## src/rtl/instruction_fetch.sv

```systemverilog
// Instruction fetch: owns the PC, reads the synchronous instruction memory and buffers words for decode.
// Optional build macro INSTRUCTION_FETCH_HALT_ON_NOP_EN stops fetching after a 16'h0000 word is delivered.
module instruction_fetch #(
  parameter int ADDR_WIDTH = 4,
  parameter int DATA_WIDTH = 16,
  parameter int FIFO_DEPTH = 2,
  parameter int RESET_PC   = 0
) (
  input  logic                  Clock,
  input  logic                  Reset,
  output logic [ADDR_WIDTH-1:0] Mem_address,
  output logic                  Mem_wren,
  input  logic [DATA_WIDTH-1:0] Mem_q,
  input  logic                  Branch_taken,
  input  logic [ADDR_WIDTH-1:0] Branch_target,
  output logic [DATA_WIDTH-1:0] Instr,
  output logic [ADDR_WIDTH-1:0] Instr_pc,
  output logic                  Instr_valid,
  input  logic                  Instr_ready,
  output logic                  Halted
);

  localparam int PW = (FIFO_DEPTH > 1) ? $clog2(FIFO_DEPTH) : 1;
  localparam int CW = $clog2(FIFO_DEPTH + 1);
  localparam logic [CW:0] DEPTH_C = (CW+1)'(FIFO_DEPTH);
  localparam logic [PW-1:0] LAST_PTR = PW'(FIFO_DEPTH - 1);
  localparam logic [0:0] RUN  = 1'b0;
  localparam logic [0:0] HALT = 1'b1;

  logic [ADDR_WIDTH-1:0] pc;
  logic [0:0]            state;
  logic                  vld_p1;
  logic [ADDR_WIDTH-1:0] fetch_pc_p1;
  logic [DATA_WIDTH-1:0] data_mem [FIFO_DEPTH];
  logic [ADDR_WIDTH-1:0] pc_mem   [FIFO_DEPTH];
  logic [PW-1:0]         rd_ptr, wr_ptr;
  logic [CW-1:0]         count;
  logic [DATA_WIDTH-1:0] hold_instr;
  logic [ADDR_WIDTH-1:0] hold_pc;
  logic                  pop, push, issue, nop_hit;
  logic [CW:0]           occupancy;

  assign Mem_address = pc;
  assign Mem_wren    = 1'b0;
  assign Instr_valid = (count != '0);
  assign Instr       = Instr_valid ? data_mem[rd_ptr] : hold_instr;
  assign Instr_pc    = Instr_valid ? pc_mem[rd_ptr]   : hold_pc;

  // A redirect flushes everything, so neither the in-flight word nor a decode handshake counts.
  assign pop       = Instr_valid & Instr_ready & ~Branch_taken;
  assign push      = vld_p1 & ~Branch_taken;
  assign occupancy = {1'b0, count} + (CW+1)'(vld_p1) - (CW+1)'(pop);
  assign issue     = (state == RUN) & ~Branch_taken & (occupancy < DEPTH_C);

`ifdef INSTRUCTION_FETCH_HALT_ON_NOP_EN
  assign nop_hit = push & (Mem_q == '0);
  assign Halted  = (state == HALT);
`else
  assign nop_hit = 1'b0;
  assign Halted  = 1'b0;
`endif

  function automatic logic [PW-1:0] ptr_next(input logic [PW-1:0] ptr);
    return (ptr == LAST_PTR) ? '0 : ptr + 1'b1;
  endfunction

  always_ff @(posedge Clock) begin
    if (Reset) begin
      pc         <= ADDR_WIDTH'(RESET_PC);
      state      <= RUN;
      vld_p1     <= 1'b0;
      count      <= '0;
      rd_ptr     <= '0;
      wr_ptr     <= '0;
      hold_instr <= '0;
      hold_pc    <= '0;
    end else begin
      hold_instr <= Instr;
      hold_pc    <= Instr_pc;
      if (Branch_taken) begin
        pc     <= Branch_target;
        state  <= RUN;
        vld_p1 <= 1'b0;
        count  <= '0;
        rd_ptr <= '0;
        wr_ptr <= '0;
      end else begin
        if (issue) pc <= pc + 1'b1;
        // A fetch launched alongside the halting NOP is dropped on arrival.
        vld_p1 <= issue & ~nop_hit;
        if (push) wr_ptr <= ptr_next(wr_ptr);
        if (pop)  rd_ptr <= ptr_next(rd_ptr);
        count <= count + CW'(push) - CW'(pop);
        if (nop_hit) state <= HALT;
      end
    end
  end

  // Stage p1: Q of the previous cycle's fetch lands in the buffer together with its address.
  always_ff @(posedge Clock) begin
    fetch_pc_p1 <= pc;
    if (push) begin
      data_mem[wr_ptr] <= Mem_q;
      pc_mem[wr_ptr]   <= fetch_pc_p1;
    end
  end

endmodule
```

## config.mk

```make
export PLATFORM = sky130hd
export DESIGN_NAME = instruction_fetch
export DESIGN_NICKNAME = d
export VERILOG_FILES = /design/src/rtl/instruction_fetch.sv
export SDC_FILE = /design/constraint.sdc
export NUM_CORES = 1
export LEC_CHECK = 0
export CAP_MARGIN = 5
export CORE_UTILIZATION = 40
export CTS_CLUSTER_DIAMETER = 80
export DETAILED_ROUTE_END_ITERATION = 7
export HOLD_SLACK_MARGIN = 0.03
export PLACE_DENSITY_LB_ADDON = 0.3
export SLEW_MARGIN = 20
export SYNTH_ARGS = -nofsm -noshare
export SYNTH_HDL_FRONTEND = slang
export SYNTH_SLANG_ARGS = --single-unit
```

## constraint.sdc

```tcl
create_clock -name Clock -period 3.9 [get_ports Clock]
set_input_delay 0.78 -clock Clock [delete_from_list [all_inputs] [get_ports Clock]]
set_output_delay 0.78 -clock Clock [all_outputs]
set_load 0.03 [all_outputs]
```

==> flow_summary.ini, run 1 <==
[setup_path]
crit_arrival_ns = 2.52
crit_required_ns = 3.12
r2r_cells = 6
endpoint_kind = output pin
path_class = flip-flop to output pin
timing.rr.start = count[1]
critPathMaxFanout = 22
r2r_slack_ns = 1.63
worst_setup_path_start_kind = flip-flop
reg2reg_to = Mem_address[3]

[placed_design]
dp_hpwl_um = 3240
port_buffers = 48
place.gp.congestion = 0.693

[sta]
min_period_ns = 3.30
hold_viol = 0
fin_hold_ws_ns = 0.407
finClkSkew_ns = 0.00840
worst_pin_slew_ns = 0.672
fmax_ghz = 0.303
drv_slew = 0
rsz0062_at_grt = false
finalSetupViolCount = 0
relSlewSlack = 0.550
tns_ns = 0
finalCritPeriodShare = 0.846

[finish]
fillers = 599
drive_gt1_frac = 0.105
final_nets = 297
n_antenna_cell = 0
area_growth_pct = 28.4

[power]
cellLeakagePower_nw = 1.23
power_density_mw_per_mm2 = 457
ir_worst_vdd_v = 0.000185

[global_route]
grt_max_degree = 32
grt_use_total = 0.139
overflow = 0
grt_pass1_vias = 1660
antenna_found_initial = 0
grt_pass1_wl_um = 7740

[routing]
drc = 0
drtAntennaViolNets = 0
drtIter0Drc = 50
viasPerCell = 4.85
routed_wl_um = 4910
routed-via-count = 1800
post_drt_wl_per_cell_um = 13.2
first_pass_iters = 4

[flow_run]
maxCapViolations = 0

[cts]
cts_root_buffer = clkbuf_8
htreeDepth = 3
clk_latency_ns = 0.32
cts_resized = 0
cts_setup_buffers = 0
cts_hold_buffers = 0
cts_buffer_depth = 2
clock-sinks = 74
cts_tree = yes
cts_buffers = 9
path_clk_slew_ns = 0.07

[floorplanning]
die_h_um = 86.5
num_rows = 30
initial_utilization = 0.418
die_w_um = 86.5
die_area_mm2 = 0.00749
coreArea_mm2 = 0.00683
ioPinCount = 51

[worst_hold_path]
hold_path.class = flip-flop to flip-flop
holdPathStages = 0
worstHoldStart = Mem_address[2]
min_to = fetch_pc_p1[2]

[synthesis]
synth_edf_count = 40
syn_area_mm2 = 0.00286
yosysSeqAreaShare = 0.658
synth_area_leaders = edfxtp_1 (42%), dfxtp_1 (24%), mux2i_1 (7.0%)
synth-adder-area-share = 0.0158
synth.top_cell.area_share = 0.420
synth-main-ff-cell = edfxtp_1
synth-xor-area-share = 0.0180
synth-compound-area-share = 0.123
synth_mux_area_frac = 0.0701
synth_cells = 219
syn_area_per_cell_um2 = 13.0
ys_types = 37
synth_largest_area_cell = edfxtp_1
synth_top_family_by_area = compound AO/OA/AOI/OAI gates
yosys_warnings = 0
synth-simple-area-share = 0.0788
synth_seq_cells = 74
synthArstFlopShare = 0

[run_status]
status = finished clean
[stage by stage]
stage	utilization	instance area [um2]	worst slack (ns)	total power [mW]	std cells
after global placement	0.505	3450	0.635	1.06	355
after global routing	0.537	3670	0.438	1.74	371
after detailed placement	0.505	3450	0.515	1.06	355
after CTS	0.537	3670	0.566	1.69	371
after floorplan	-	2860	0.786	0.980	220
final	0.537	3670	0.603	1.68	371
[critical path: stages, from the launching register on]
cell             delay, ns
dfxtp_1               0.51
or2_2                 0.42
buf_4                 0.31
nor2_1                0.09
a21oi_1               0.16
clkdlybuf4s50_1       0.70
[report_power, final]
part           switching, mW  total (mW)  internal, mW
logic                  0.101       0.182        0.0805
registers             0.0128       0.860         0.848
clock network          0.259       0.635         0.376
[cells in the mapped netlist (all sizes together) (2+ instances only)]
cell and count:
and3 4, inv 4, buf 10, nand3b 2, a311oi 2, xor2 2, edfxtp 40, nor3 5
a211oi 20, nor2b 2, a21oi 21, a2111oi 3, xnor2 3, mux2i 20, dfxtp 34, o21ai 3
clkbuf 6, ha 2, nor2 23
[state kept, by name, summed over array words and instances (netlist names), named ones only]
signal       count
Mem_address      4
count            2
data_mem        32
fetch_pc_p1      4
hold_instr      16
hold_pc          4
pc_mem           8
rd_ptr           1
vld_p1           1
wr_ptr           1
[worst max-delay path by stage]
stage                             from             end  slack [ns]  cells after the start
after floorplan           Branch_taken  data_mem[0][0]        0.79                      3
after global placement    Branch_taken  Mem_address[3]        0.64                      7
after detailed placement  Branch_taken  Mem_address[3]        0.51                      8
after CTS                     count[1]       Instr[15]        0.57                      5
after global routing          count[1]       Instr[11]        0.44                      5
final                         count[1]       Instr[15]        0.60                      5
[layout by cell type, fill, tap and decap left out, types with 2 or more instances in the layout]
cell type	instances
inv_1	4
dfxtp_1	34
clkbuf_8	10
nand3b_1	2
a2111oi_2	2
bufinv_16	2
clkdlybuf4s50_1	48
xnor2_1	2
a211oi_1	20
a21oi_1	21
ha_1	2
xor2_1	2
conb_1	2
nor2_1	23
o21ai_1	2
a311oi_1	2
edfxtp_1	40
clkinv_2	2
buf_4	6
nor3_1	5
mux2i_1	20
nor2b_1	2
and3_1	3
[cell families after synthesis]
family	count (synthesis)
other	1
multiplexers	20
flip-flops	74
buffers and inverters	20
AND/OR/NAND/NOR	44
adder cells (fa/ha/maj)	3
XOR/XNOR	5
AO/OA/AOI/OAI	52
[layout make-up]
type | count | area (um2) | area share
flip-flops and latches | 74 | 1880 | 0.513
multi-input cells | 126 | 887 | 0.242
repair buffers | 55 | 546 | 0.149
clock buffers | 11 | 141 | 0.0385
well taps | 96 | 120 | 0.0327
clock inverters | 5 | 77.6 | 0.0211
inverters | 4 | 15.0 | 0.00409
[metal layers]
layer,vias up,share of wire,track usage
li1,911,-,-
met1,858,0.46,0.172
met2,27,0.50,0.227
met3,4,0.030,0.0333
met4,0,0.011,0.0682
met5,-,0,0
Power figures use the tool's default switching activity.
==> inputs of run 2 (changes only) <==
==> constraint.sdc (replaced) <==
create_clock -name Clock -period 2.67 [get_ports Clock]
set_input_delay 0.534 -clock Clock [delete_from_list [all_inputs] [get_ports Clock]]
set_output_delay 0.534 -clock Clock [all_outputs]
set_load 0.03 [all_outputs]
==> flow_summary.ini, run 2 (synthesis results as in run 1) <==
[placed_design]
port_buffers = 48
dpl_cell_area_mm2 = 0.00343
place.gp.congestion = 0.730
dp_hpwl_um = 3090

[power]
ir_worst_vdd_v = 0.000275
power_mw = 2.24
power_density_mw_per_mm2 = 624
cellLeakagePower_nw = 1.26

[finish]
final_cell_mix = edfxtp_1 (40), dfxtp_1 (34), clkdlybuf4s50_1 (28), buf_4 (26), nor2_1 (23)
max_flop_register = data_mem
fillers = 596
finalInstanceArea_mm2 = 0.00359
area_growth_pct = 25.6
multi_input_area_um2 = 893
seq_area_mm2 = 0.00188
n_antenna_cell = 0
final_nets = 298
largest_reg_flops = 32
layout_commonest_cell = edfxtp_1
drive_gt1_frac = 0.174
top_regs = data_mem (32), hold_instr (16), pc_mem (8)

[global_route]
grt_pass1_vias = 1738
overflow = 0
grt_pass1_wl_um = 7890
grt_use_total = 0.143
antenna_found_initial = 0
grt_max_degree = 45

[setup_path]
critPathLaunch = count[1]
crit_arrival_ns = 2.01
crit_required_ns = 2.14
timing.rr.start = count[1]
worst_setup_path_start_kind = flip-flop
path_class = flip-flop to output pin
endpoint_kind = output pin
critPathMaxFanout = 18

[sta]
drv_slew = 0
tns_ns = 0
rsz0062_at_grt = false
finalSetupViolCount = 0
finalCritPeriodShare = 0.952
finClkSkew_ns = 0.00754
min_period_ns = 2.54
hold_viol = 0
fmax_ghz = 0.393

[floorplanning]
die_w_um = 86.5
die_h_um = 86.5
coreArea_mm2 = 0.00683
ioPinCount = 51
initial_utilization = 0.418
num_rows = 30
die_area_mm2 = 0.00749

[flow_run]
maxCapViolations = 0

[routing]
drc = 0
routed_wl_um = 4850
routed-via-count = 1815
viasPerCell = 4.88
drtAntennaViolNets = 0
first_pass_iters = 4
drtIter0Drc = 77
post_drt_wl_per_cell_um = 13.0

[run_status]
status = finished clean

[cts]
clk_latency_ns = 0.33
cts_hold_buffers = 0
cts_setup_buffers = 0
cts_root_buffer = clkbuf_8
htreeDepth = 3
path_clk_slew_ns = 0.07
cts_resized = 0
cts_tree = yes
clock-sinks = 74
cts_buffers = 9
cts_buffer_depth = 2

[worst_hold_path]
hold_path.class = flip-flop to flip-flop
worstHoldStart = Mem_address[2]
==> run 2: cell types whose count changed in the layout (fill, tap and decap cells not counted) <==
cell,previous run,this run
buf_4,6,26
clkdlybuf4s50_1,48,28
bufinv_16,2,0
clkbuf_1,1,3
buf_12,1,2
clkinv_2,2,3
clkinvlp_4,1,0
nor3b_2,1,0
nor3b_4,0,1
==> run 2: final timing paths <==
path	slack, ns	end	cells past startpoint
worst min-delay path	0.40	fetch_pc_p1[2]	0
worst max register to register	0.44	Mem_address[3]	6
worst max-delay path	0.13	Instr_valid	2
worst min register to register	0.40	fetch_pc_p1[2]	0
==> run 2: power breakdown <==
group | switching [mW] | internal [mW] | leakage [nW] | total, mW
registers | 0.0184 | 1.24 | 0.642 | 1.26
clock network | 0.360 | 0.359 | 0.0872 | 0.719
logic | 0.150 | 0.113 | 0.527 | 0.263
total | 0.529 | 1.71 | 1.26 | 2.24
==> run 2: cell type report <==
cell class / instances / area share
sequential: 74 / 0.524
clock buffer: 13 / 0.0415
multi-input combinational: 126 / 0.249
inverter: 4 / 0.00418
tap: 96 / 0.0335
clock inverter: 3 / 0.00418
timing repair buffer: 56 / 0.144
==> run 2: critical path: stages (launching register included) <==
cell and delay [ns]:
dfxtp_1 0.49, or2_2 0.42, clkdlybuf4s50_1 0.75
==> run 2: through the flow <==
| step | instances | setup WS [ns] | hold slack (ns) | util |
|---|---|---|---|---|
| global placement | 356 | -0.0382 | 0.390 | 0.501 |
| finish | 372 | 0.128 | 0.405 | 0.525 |
| global route | 372 | 0.0463 | 0.416 | 0.525 |
| floorplan | 220 | 0.314 | 0.404 | - |
| detailed placement | 356 | -0.101 | 0.396 | 0.501 |
| CTS | 372 | 0.113 | 0.407 | 0.525 |
==> run 2: per-layer routing <==
metal | global-route usage | part of all wire
met3 | 0.0457 | 0.047
met4 | 0.0727 | 0.017
met1 | 0.170 | 0.46
met5 | 0 | 0
met2 | 0.234 | 0.48
==> inputs of run 3 (changes only) <==
--- a/config.mk
+++ b/config.mk
@@ -6,11 +6,13 @@
 export NUM_CORES = 1
 export LEC_CHECK = 0
 export CAP_MARGIN = 5
-export CORE_UTILIZATION = 40
+export CORE_UTILIZATION = 47
 export CTS_CLUSTER_DIAMETER = 80
 export DETAILED_ROUTE_END_ITERATION = 7
 export HOLD_SLACK_MARGIN = 0.03
+export MAX_ROUTING_LAYER = met4
 export PLACE_DENSITY_LB_ADDON = 0.3
+export RECOVER_POWER = 25
 export SLEW_MARGIN = 20
 export SYNTH_ARGS = -nofsm -noshare
 export SYNTH_HDL_FRONTEND = slang
==> flow_summary.ini, run 3 (synthesis results as in run 1) <==
[power]
sw_frac_of_total = 0.229
power_mw = 2.42
power.share.sequential = 0.518
cellLeakagePower_nw = 1.28
ir_worst_vdd_v = 0.000313
p_switching_mw = 0.555
clkPwrFrac = 0.377
power_density_mw_per_mm2 = 671
pwr-share-comb = 0.105
p_int_mw = 1.87

[sta]
hold_viol = 0
drv_slew = 0
rsz0062_at_grt = false
tns_ns = 0
finalSetupViolCount = 0
finClkSkew_ns = 0.0115
finalCritPeriodShare = 0.940
min_period_ns = 2.51
fmax_ghz = 0.398
setup_ws_ns = 0.160

[finish]
final_nets = 299
max_flop_register = data_mem
n_antenna_cell = 0
largest_reg_flops = 32
seq_area_mm2 = 0.00188
multi_input_area_um2 = 893
final_cell_mix = edfxtp_1 (40), dfxtp_1 (34), buf_4 (28), nor2_1 (23), a21oi_1 (21)
layout_commonest_cell = edfxtp_1
area_growth_pct = 26.4
drive_gt1_frac = 0.188
fillers = 450
top_regs = data_mem (32), hold_instr (16), pc_mem (8)
layoutNonFillerInstCount = 352

[cts]
clk_latency_ns = 0.33
path_clk_slew_ns = 0.07
cts_root_buffer = clkbuf_8
cts_setup_buffers = 0
clock-sinks = 74
cts_tree = yes
cts_buffers = 9
htreeDepth = 3
cts_buffer_depth = 2
cts_hold_buffers = 0
cts_resized = 0

[floorplanning]
num_rows = 28
ioPinCount = 51
die_w_um = 80.0
coreArea_mm2 = 0.00589
die_area_mm2 = 0.00640
initial_utilization = 0.486
die_h_um = 80.0

[routing]
viasPerCell = 5.20
post_drt_wl_per_cell_um = 13.5
routed_wl_um = 4770
drtAntennaViolNets = 0
drc = 0
first_pass_iters = 4
drtIter0Drc = 68
routed-via-count = 1830

[global_route]
antenna_found_initial = 0
grt_pass1_wl_um = 7830
grt_use_total = 0.172
grt_max_degree = 24
overflow = 0
grt_pass1_vias = 1756

[placed_design]
dp_hpwl_um = 3240
dp.cells = 336
port_buffers = 48
preCtsSetupSlack_ns = -0.0799
place.gp.congestion = 0.728

[worst_hold_path]
hold_path.class = flip-flop to flip-flop
worstHoldStart = Mem_address[3]
holdPathStages = 0

[setup_path]
crit_required_ns = 2.14
worstSetupPathDepth = 2
timing.rr.start = count[1]
worst_setup_path_start_kind = flip-flop
critPathMaxFanout = 19
critPathSlowestCell = clkdlybuf4s50_1
path_buf_inv = 1
crit_arrival_ns = 1.98
slowest_delay_ns = 0.74
r2r_cells = 6
critPathLaunch = count[1]
endpoint_kind = output pin
critPathTopFamily = buffers and inverters
path_class = flip-flop to output pin
path_cells = or2_2 > clkdlybuf4s50_1

[flow_run]
maxCapViolations = 0

[run_status]
status = finished clean
==> run 3: path summary, 6_finish.rpt <==
path | slack, ns | end
worst max register to register | 0.42 | Mem_address[3]
worst max-delay path | 0.16 | Instr_valid
worst min register to register | 0.39 | fetch_pc_p1[3]
worst min-delay path | 0.39 | fetch_pc_p1[3]
==> run 3: power groups by stage <==
stage | logic, mW | registers, mW | clock network (mW)
after global placement | 0.254 | 1.28 | 0
after global routing | 0.275 | 1.26 | 0.985
after CTS | 0.259 | 1.26 | 0.939
final | 0.255 | 1.26 | 0.912
after detailed placement | 0.258 | 1.28 | 0
after floorplan | 0.144 | 1.29 | 0
==> run 3: final cells by class <==
cell class              instances  share of cell area
flip-flops and latches         74               0.521
repair buffers                 57               0.141
inverters                       4             0.00416
multi-input cells             126               0.247
clock inverters                 7              0.0260
clock buffers                   9              0.0343
well taps                      75              0.0260
==> run 3: stage by stage <==
step / utilization / area [um2] / hold WS [ns]
2_1_floorplan: - / 2870 / 0.404
5_1_grt: 0.614 / 3610 / 0.402
3_5_place_dp: 0.577 / 3390 / 0.382
3_3_place_gp: 0.577 / 3390 / 0.388
6_report: 0.614 / 3610 / 0.393
4_1_cts: 0.614 / 3610 / 0.395
==> run 3: routing by layer <==
metal,global-route usage,up-vias,routed length [um]
met5,-,-,0
met4,0.0964,0,68
met3,0.0389,6,173
met2,0.282,33,2480
met1,0.194,869,2050
li1,-,922,-
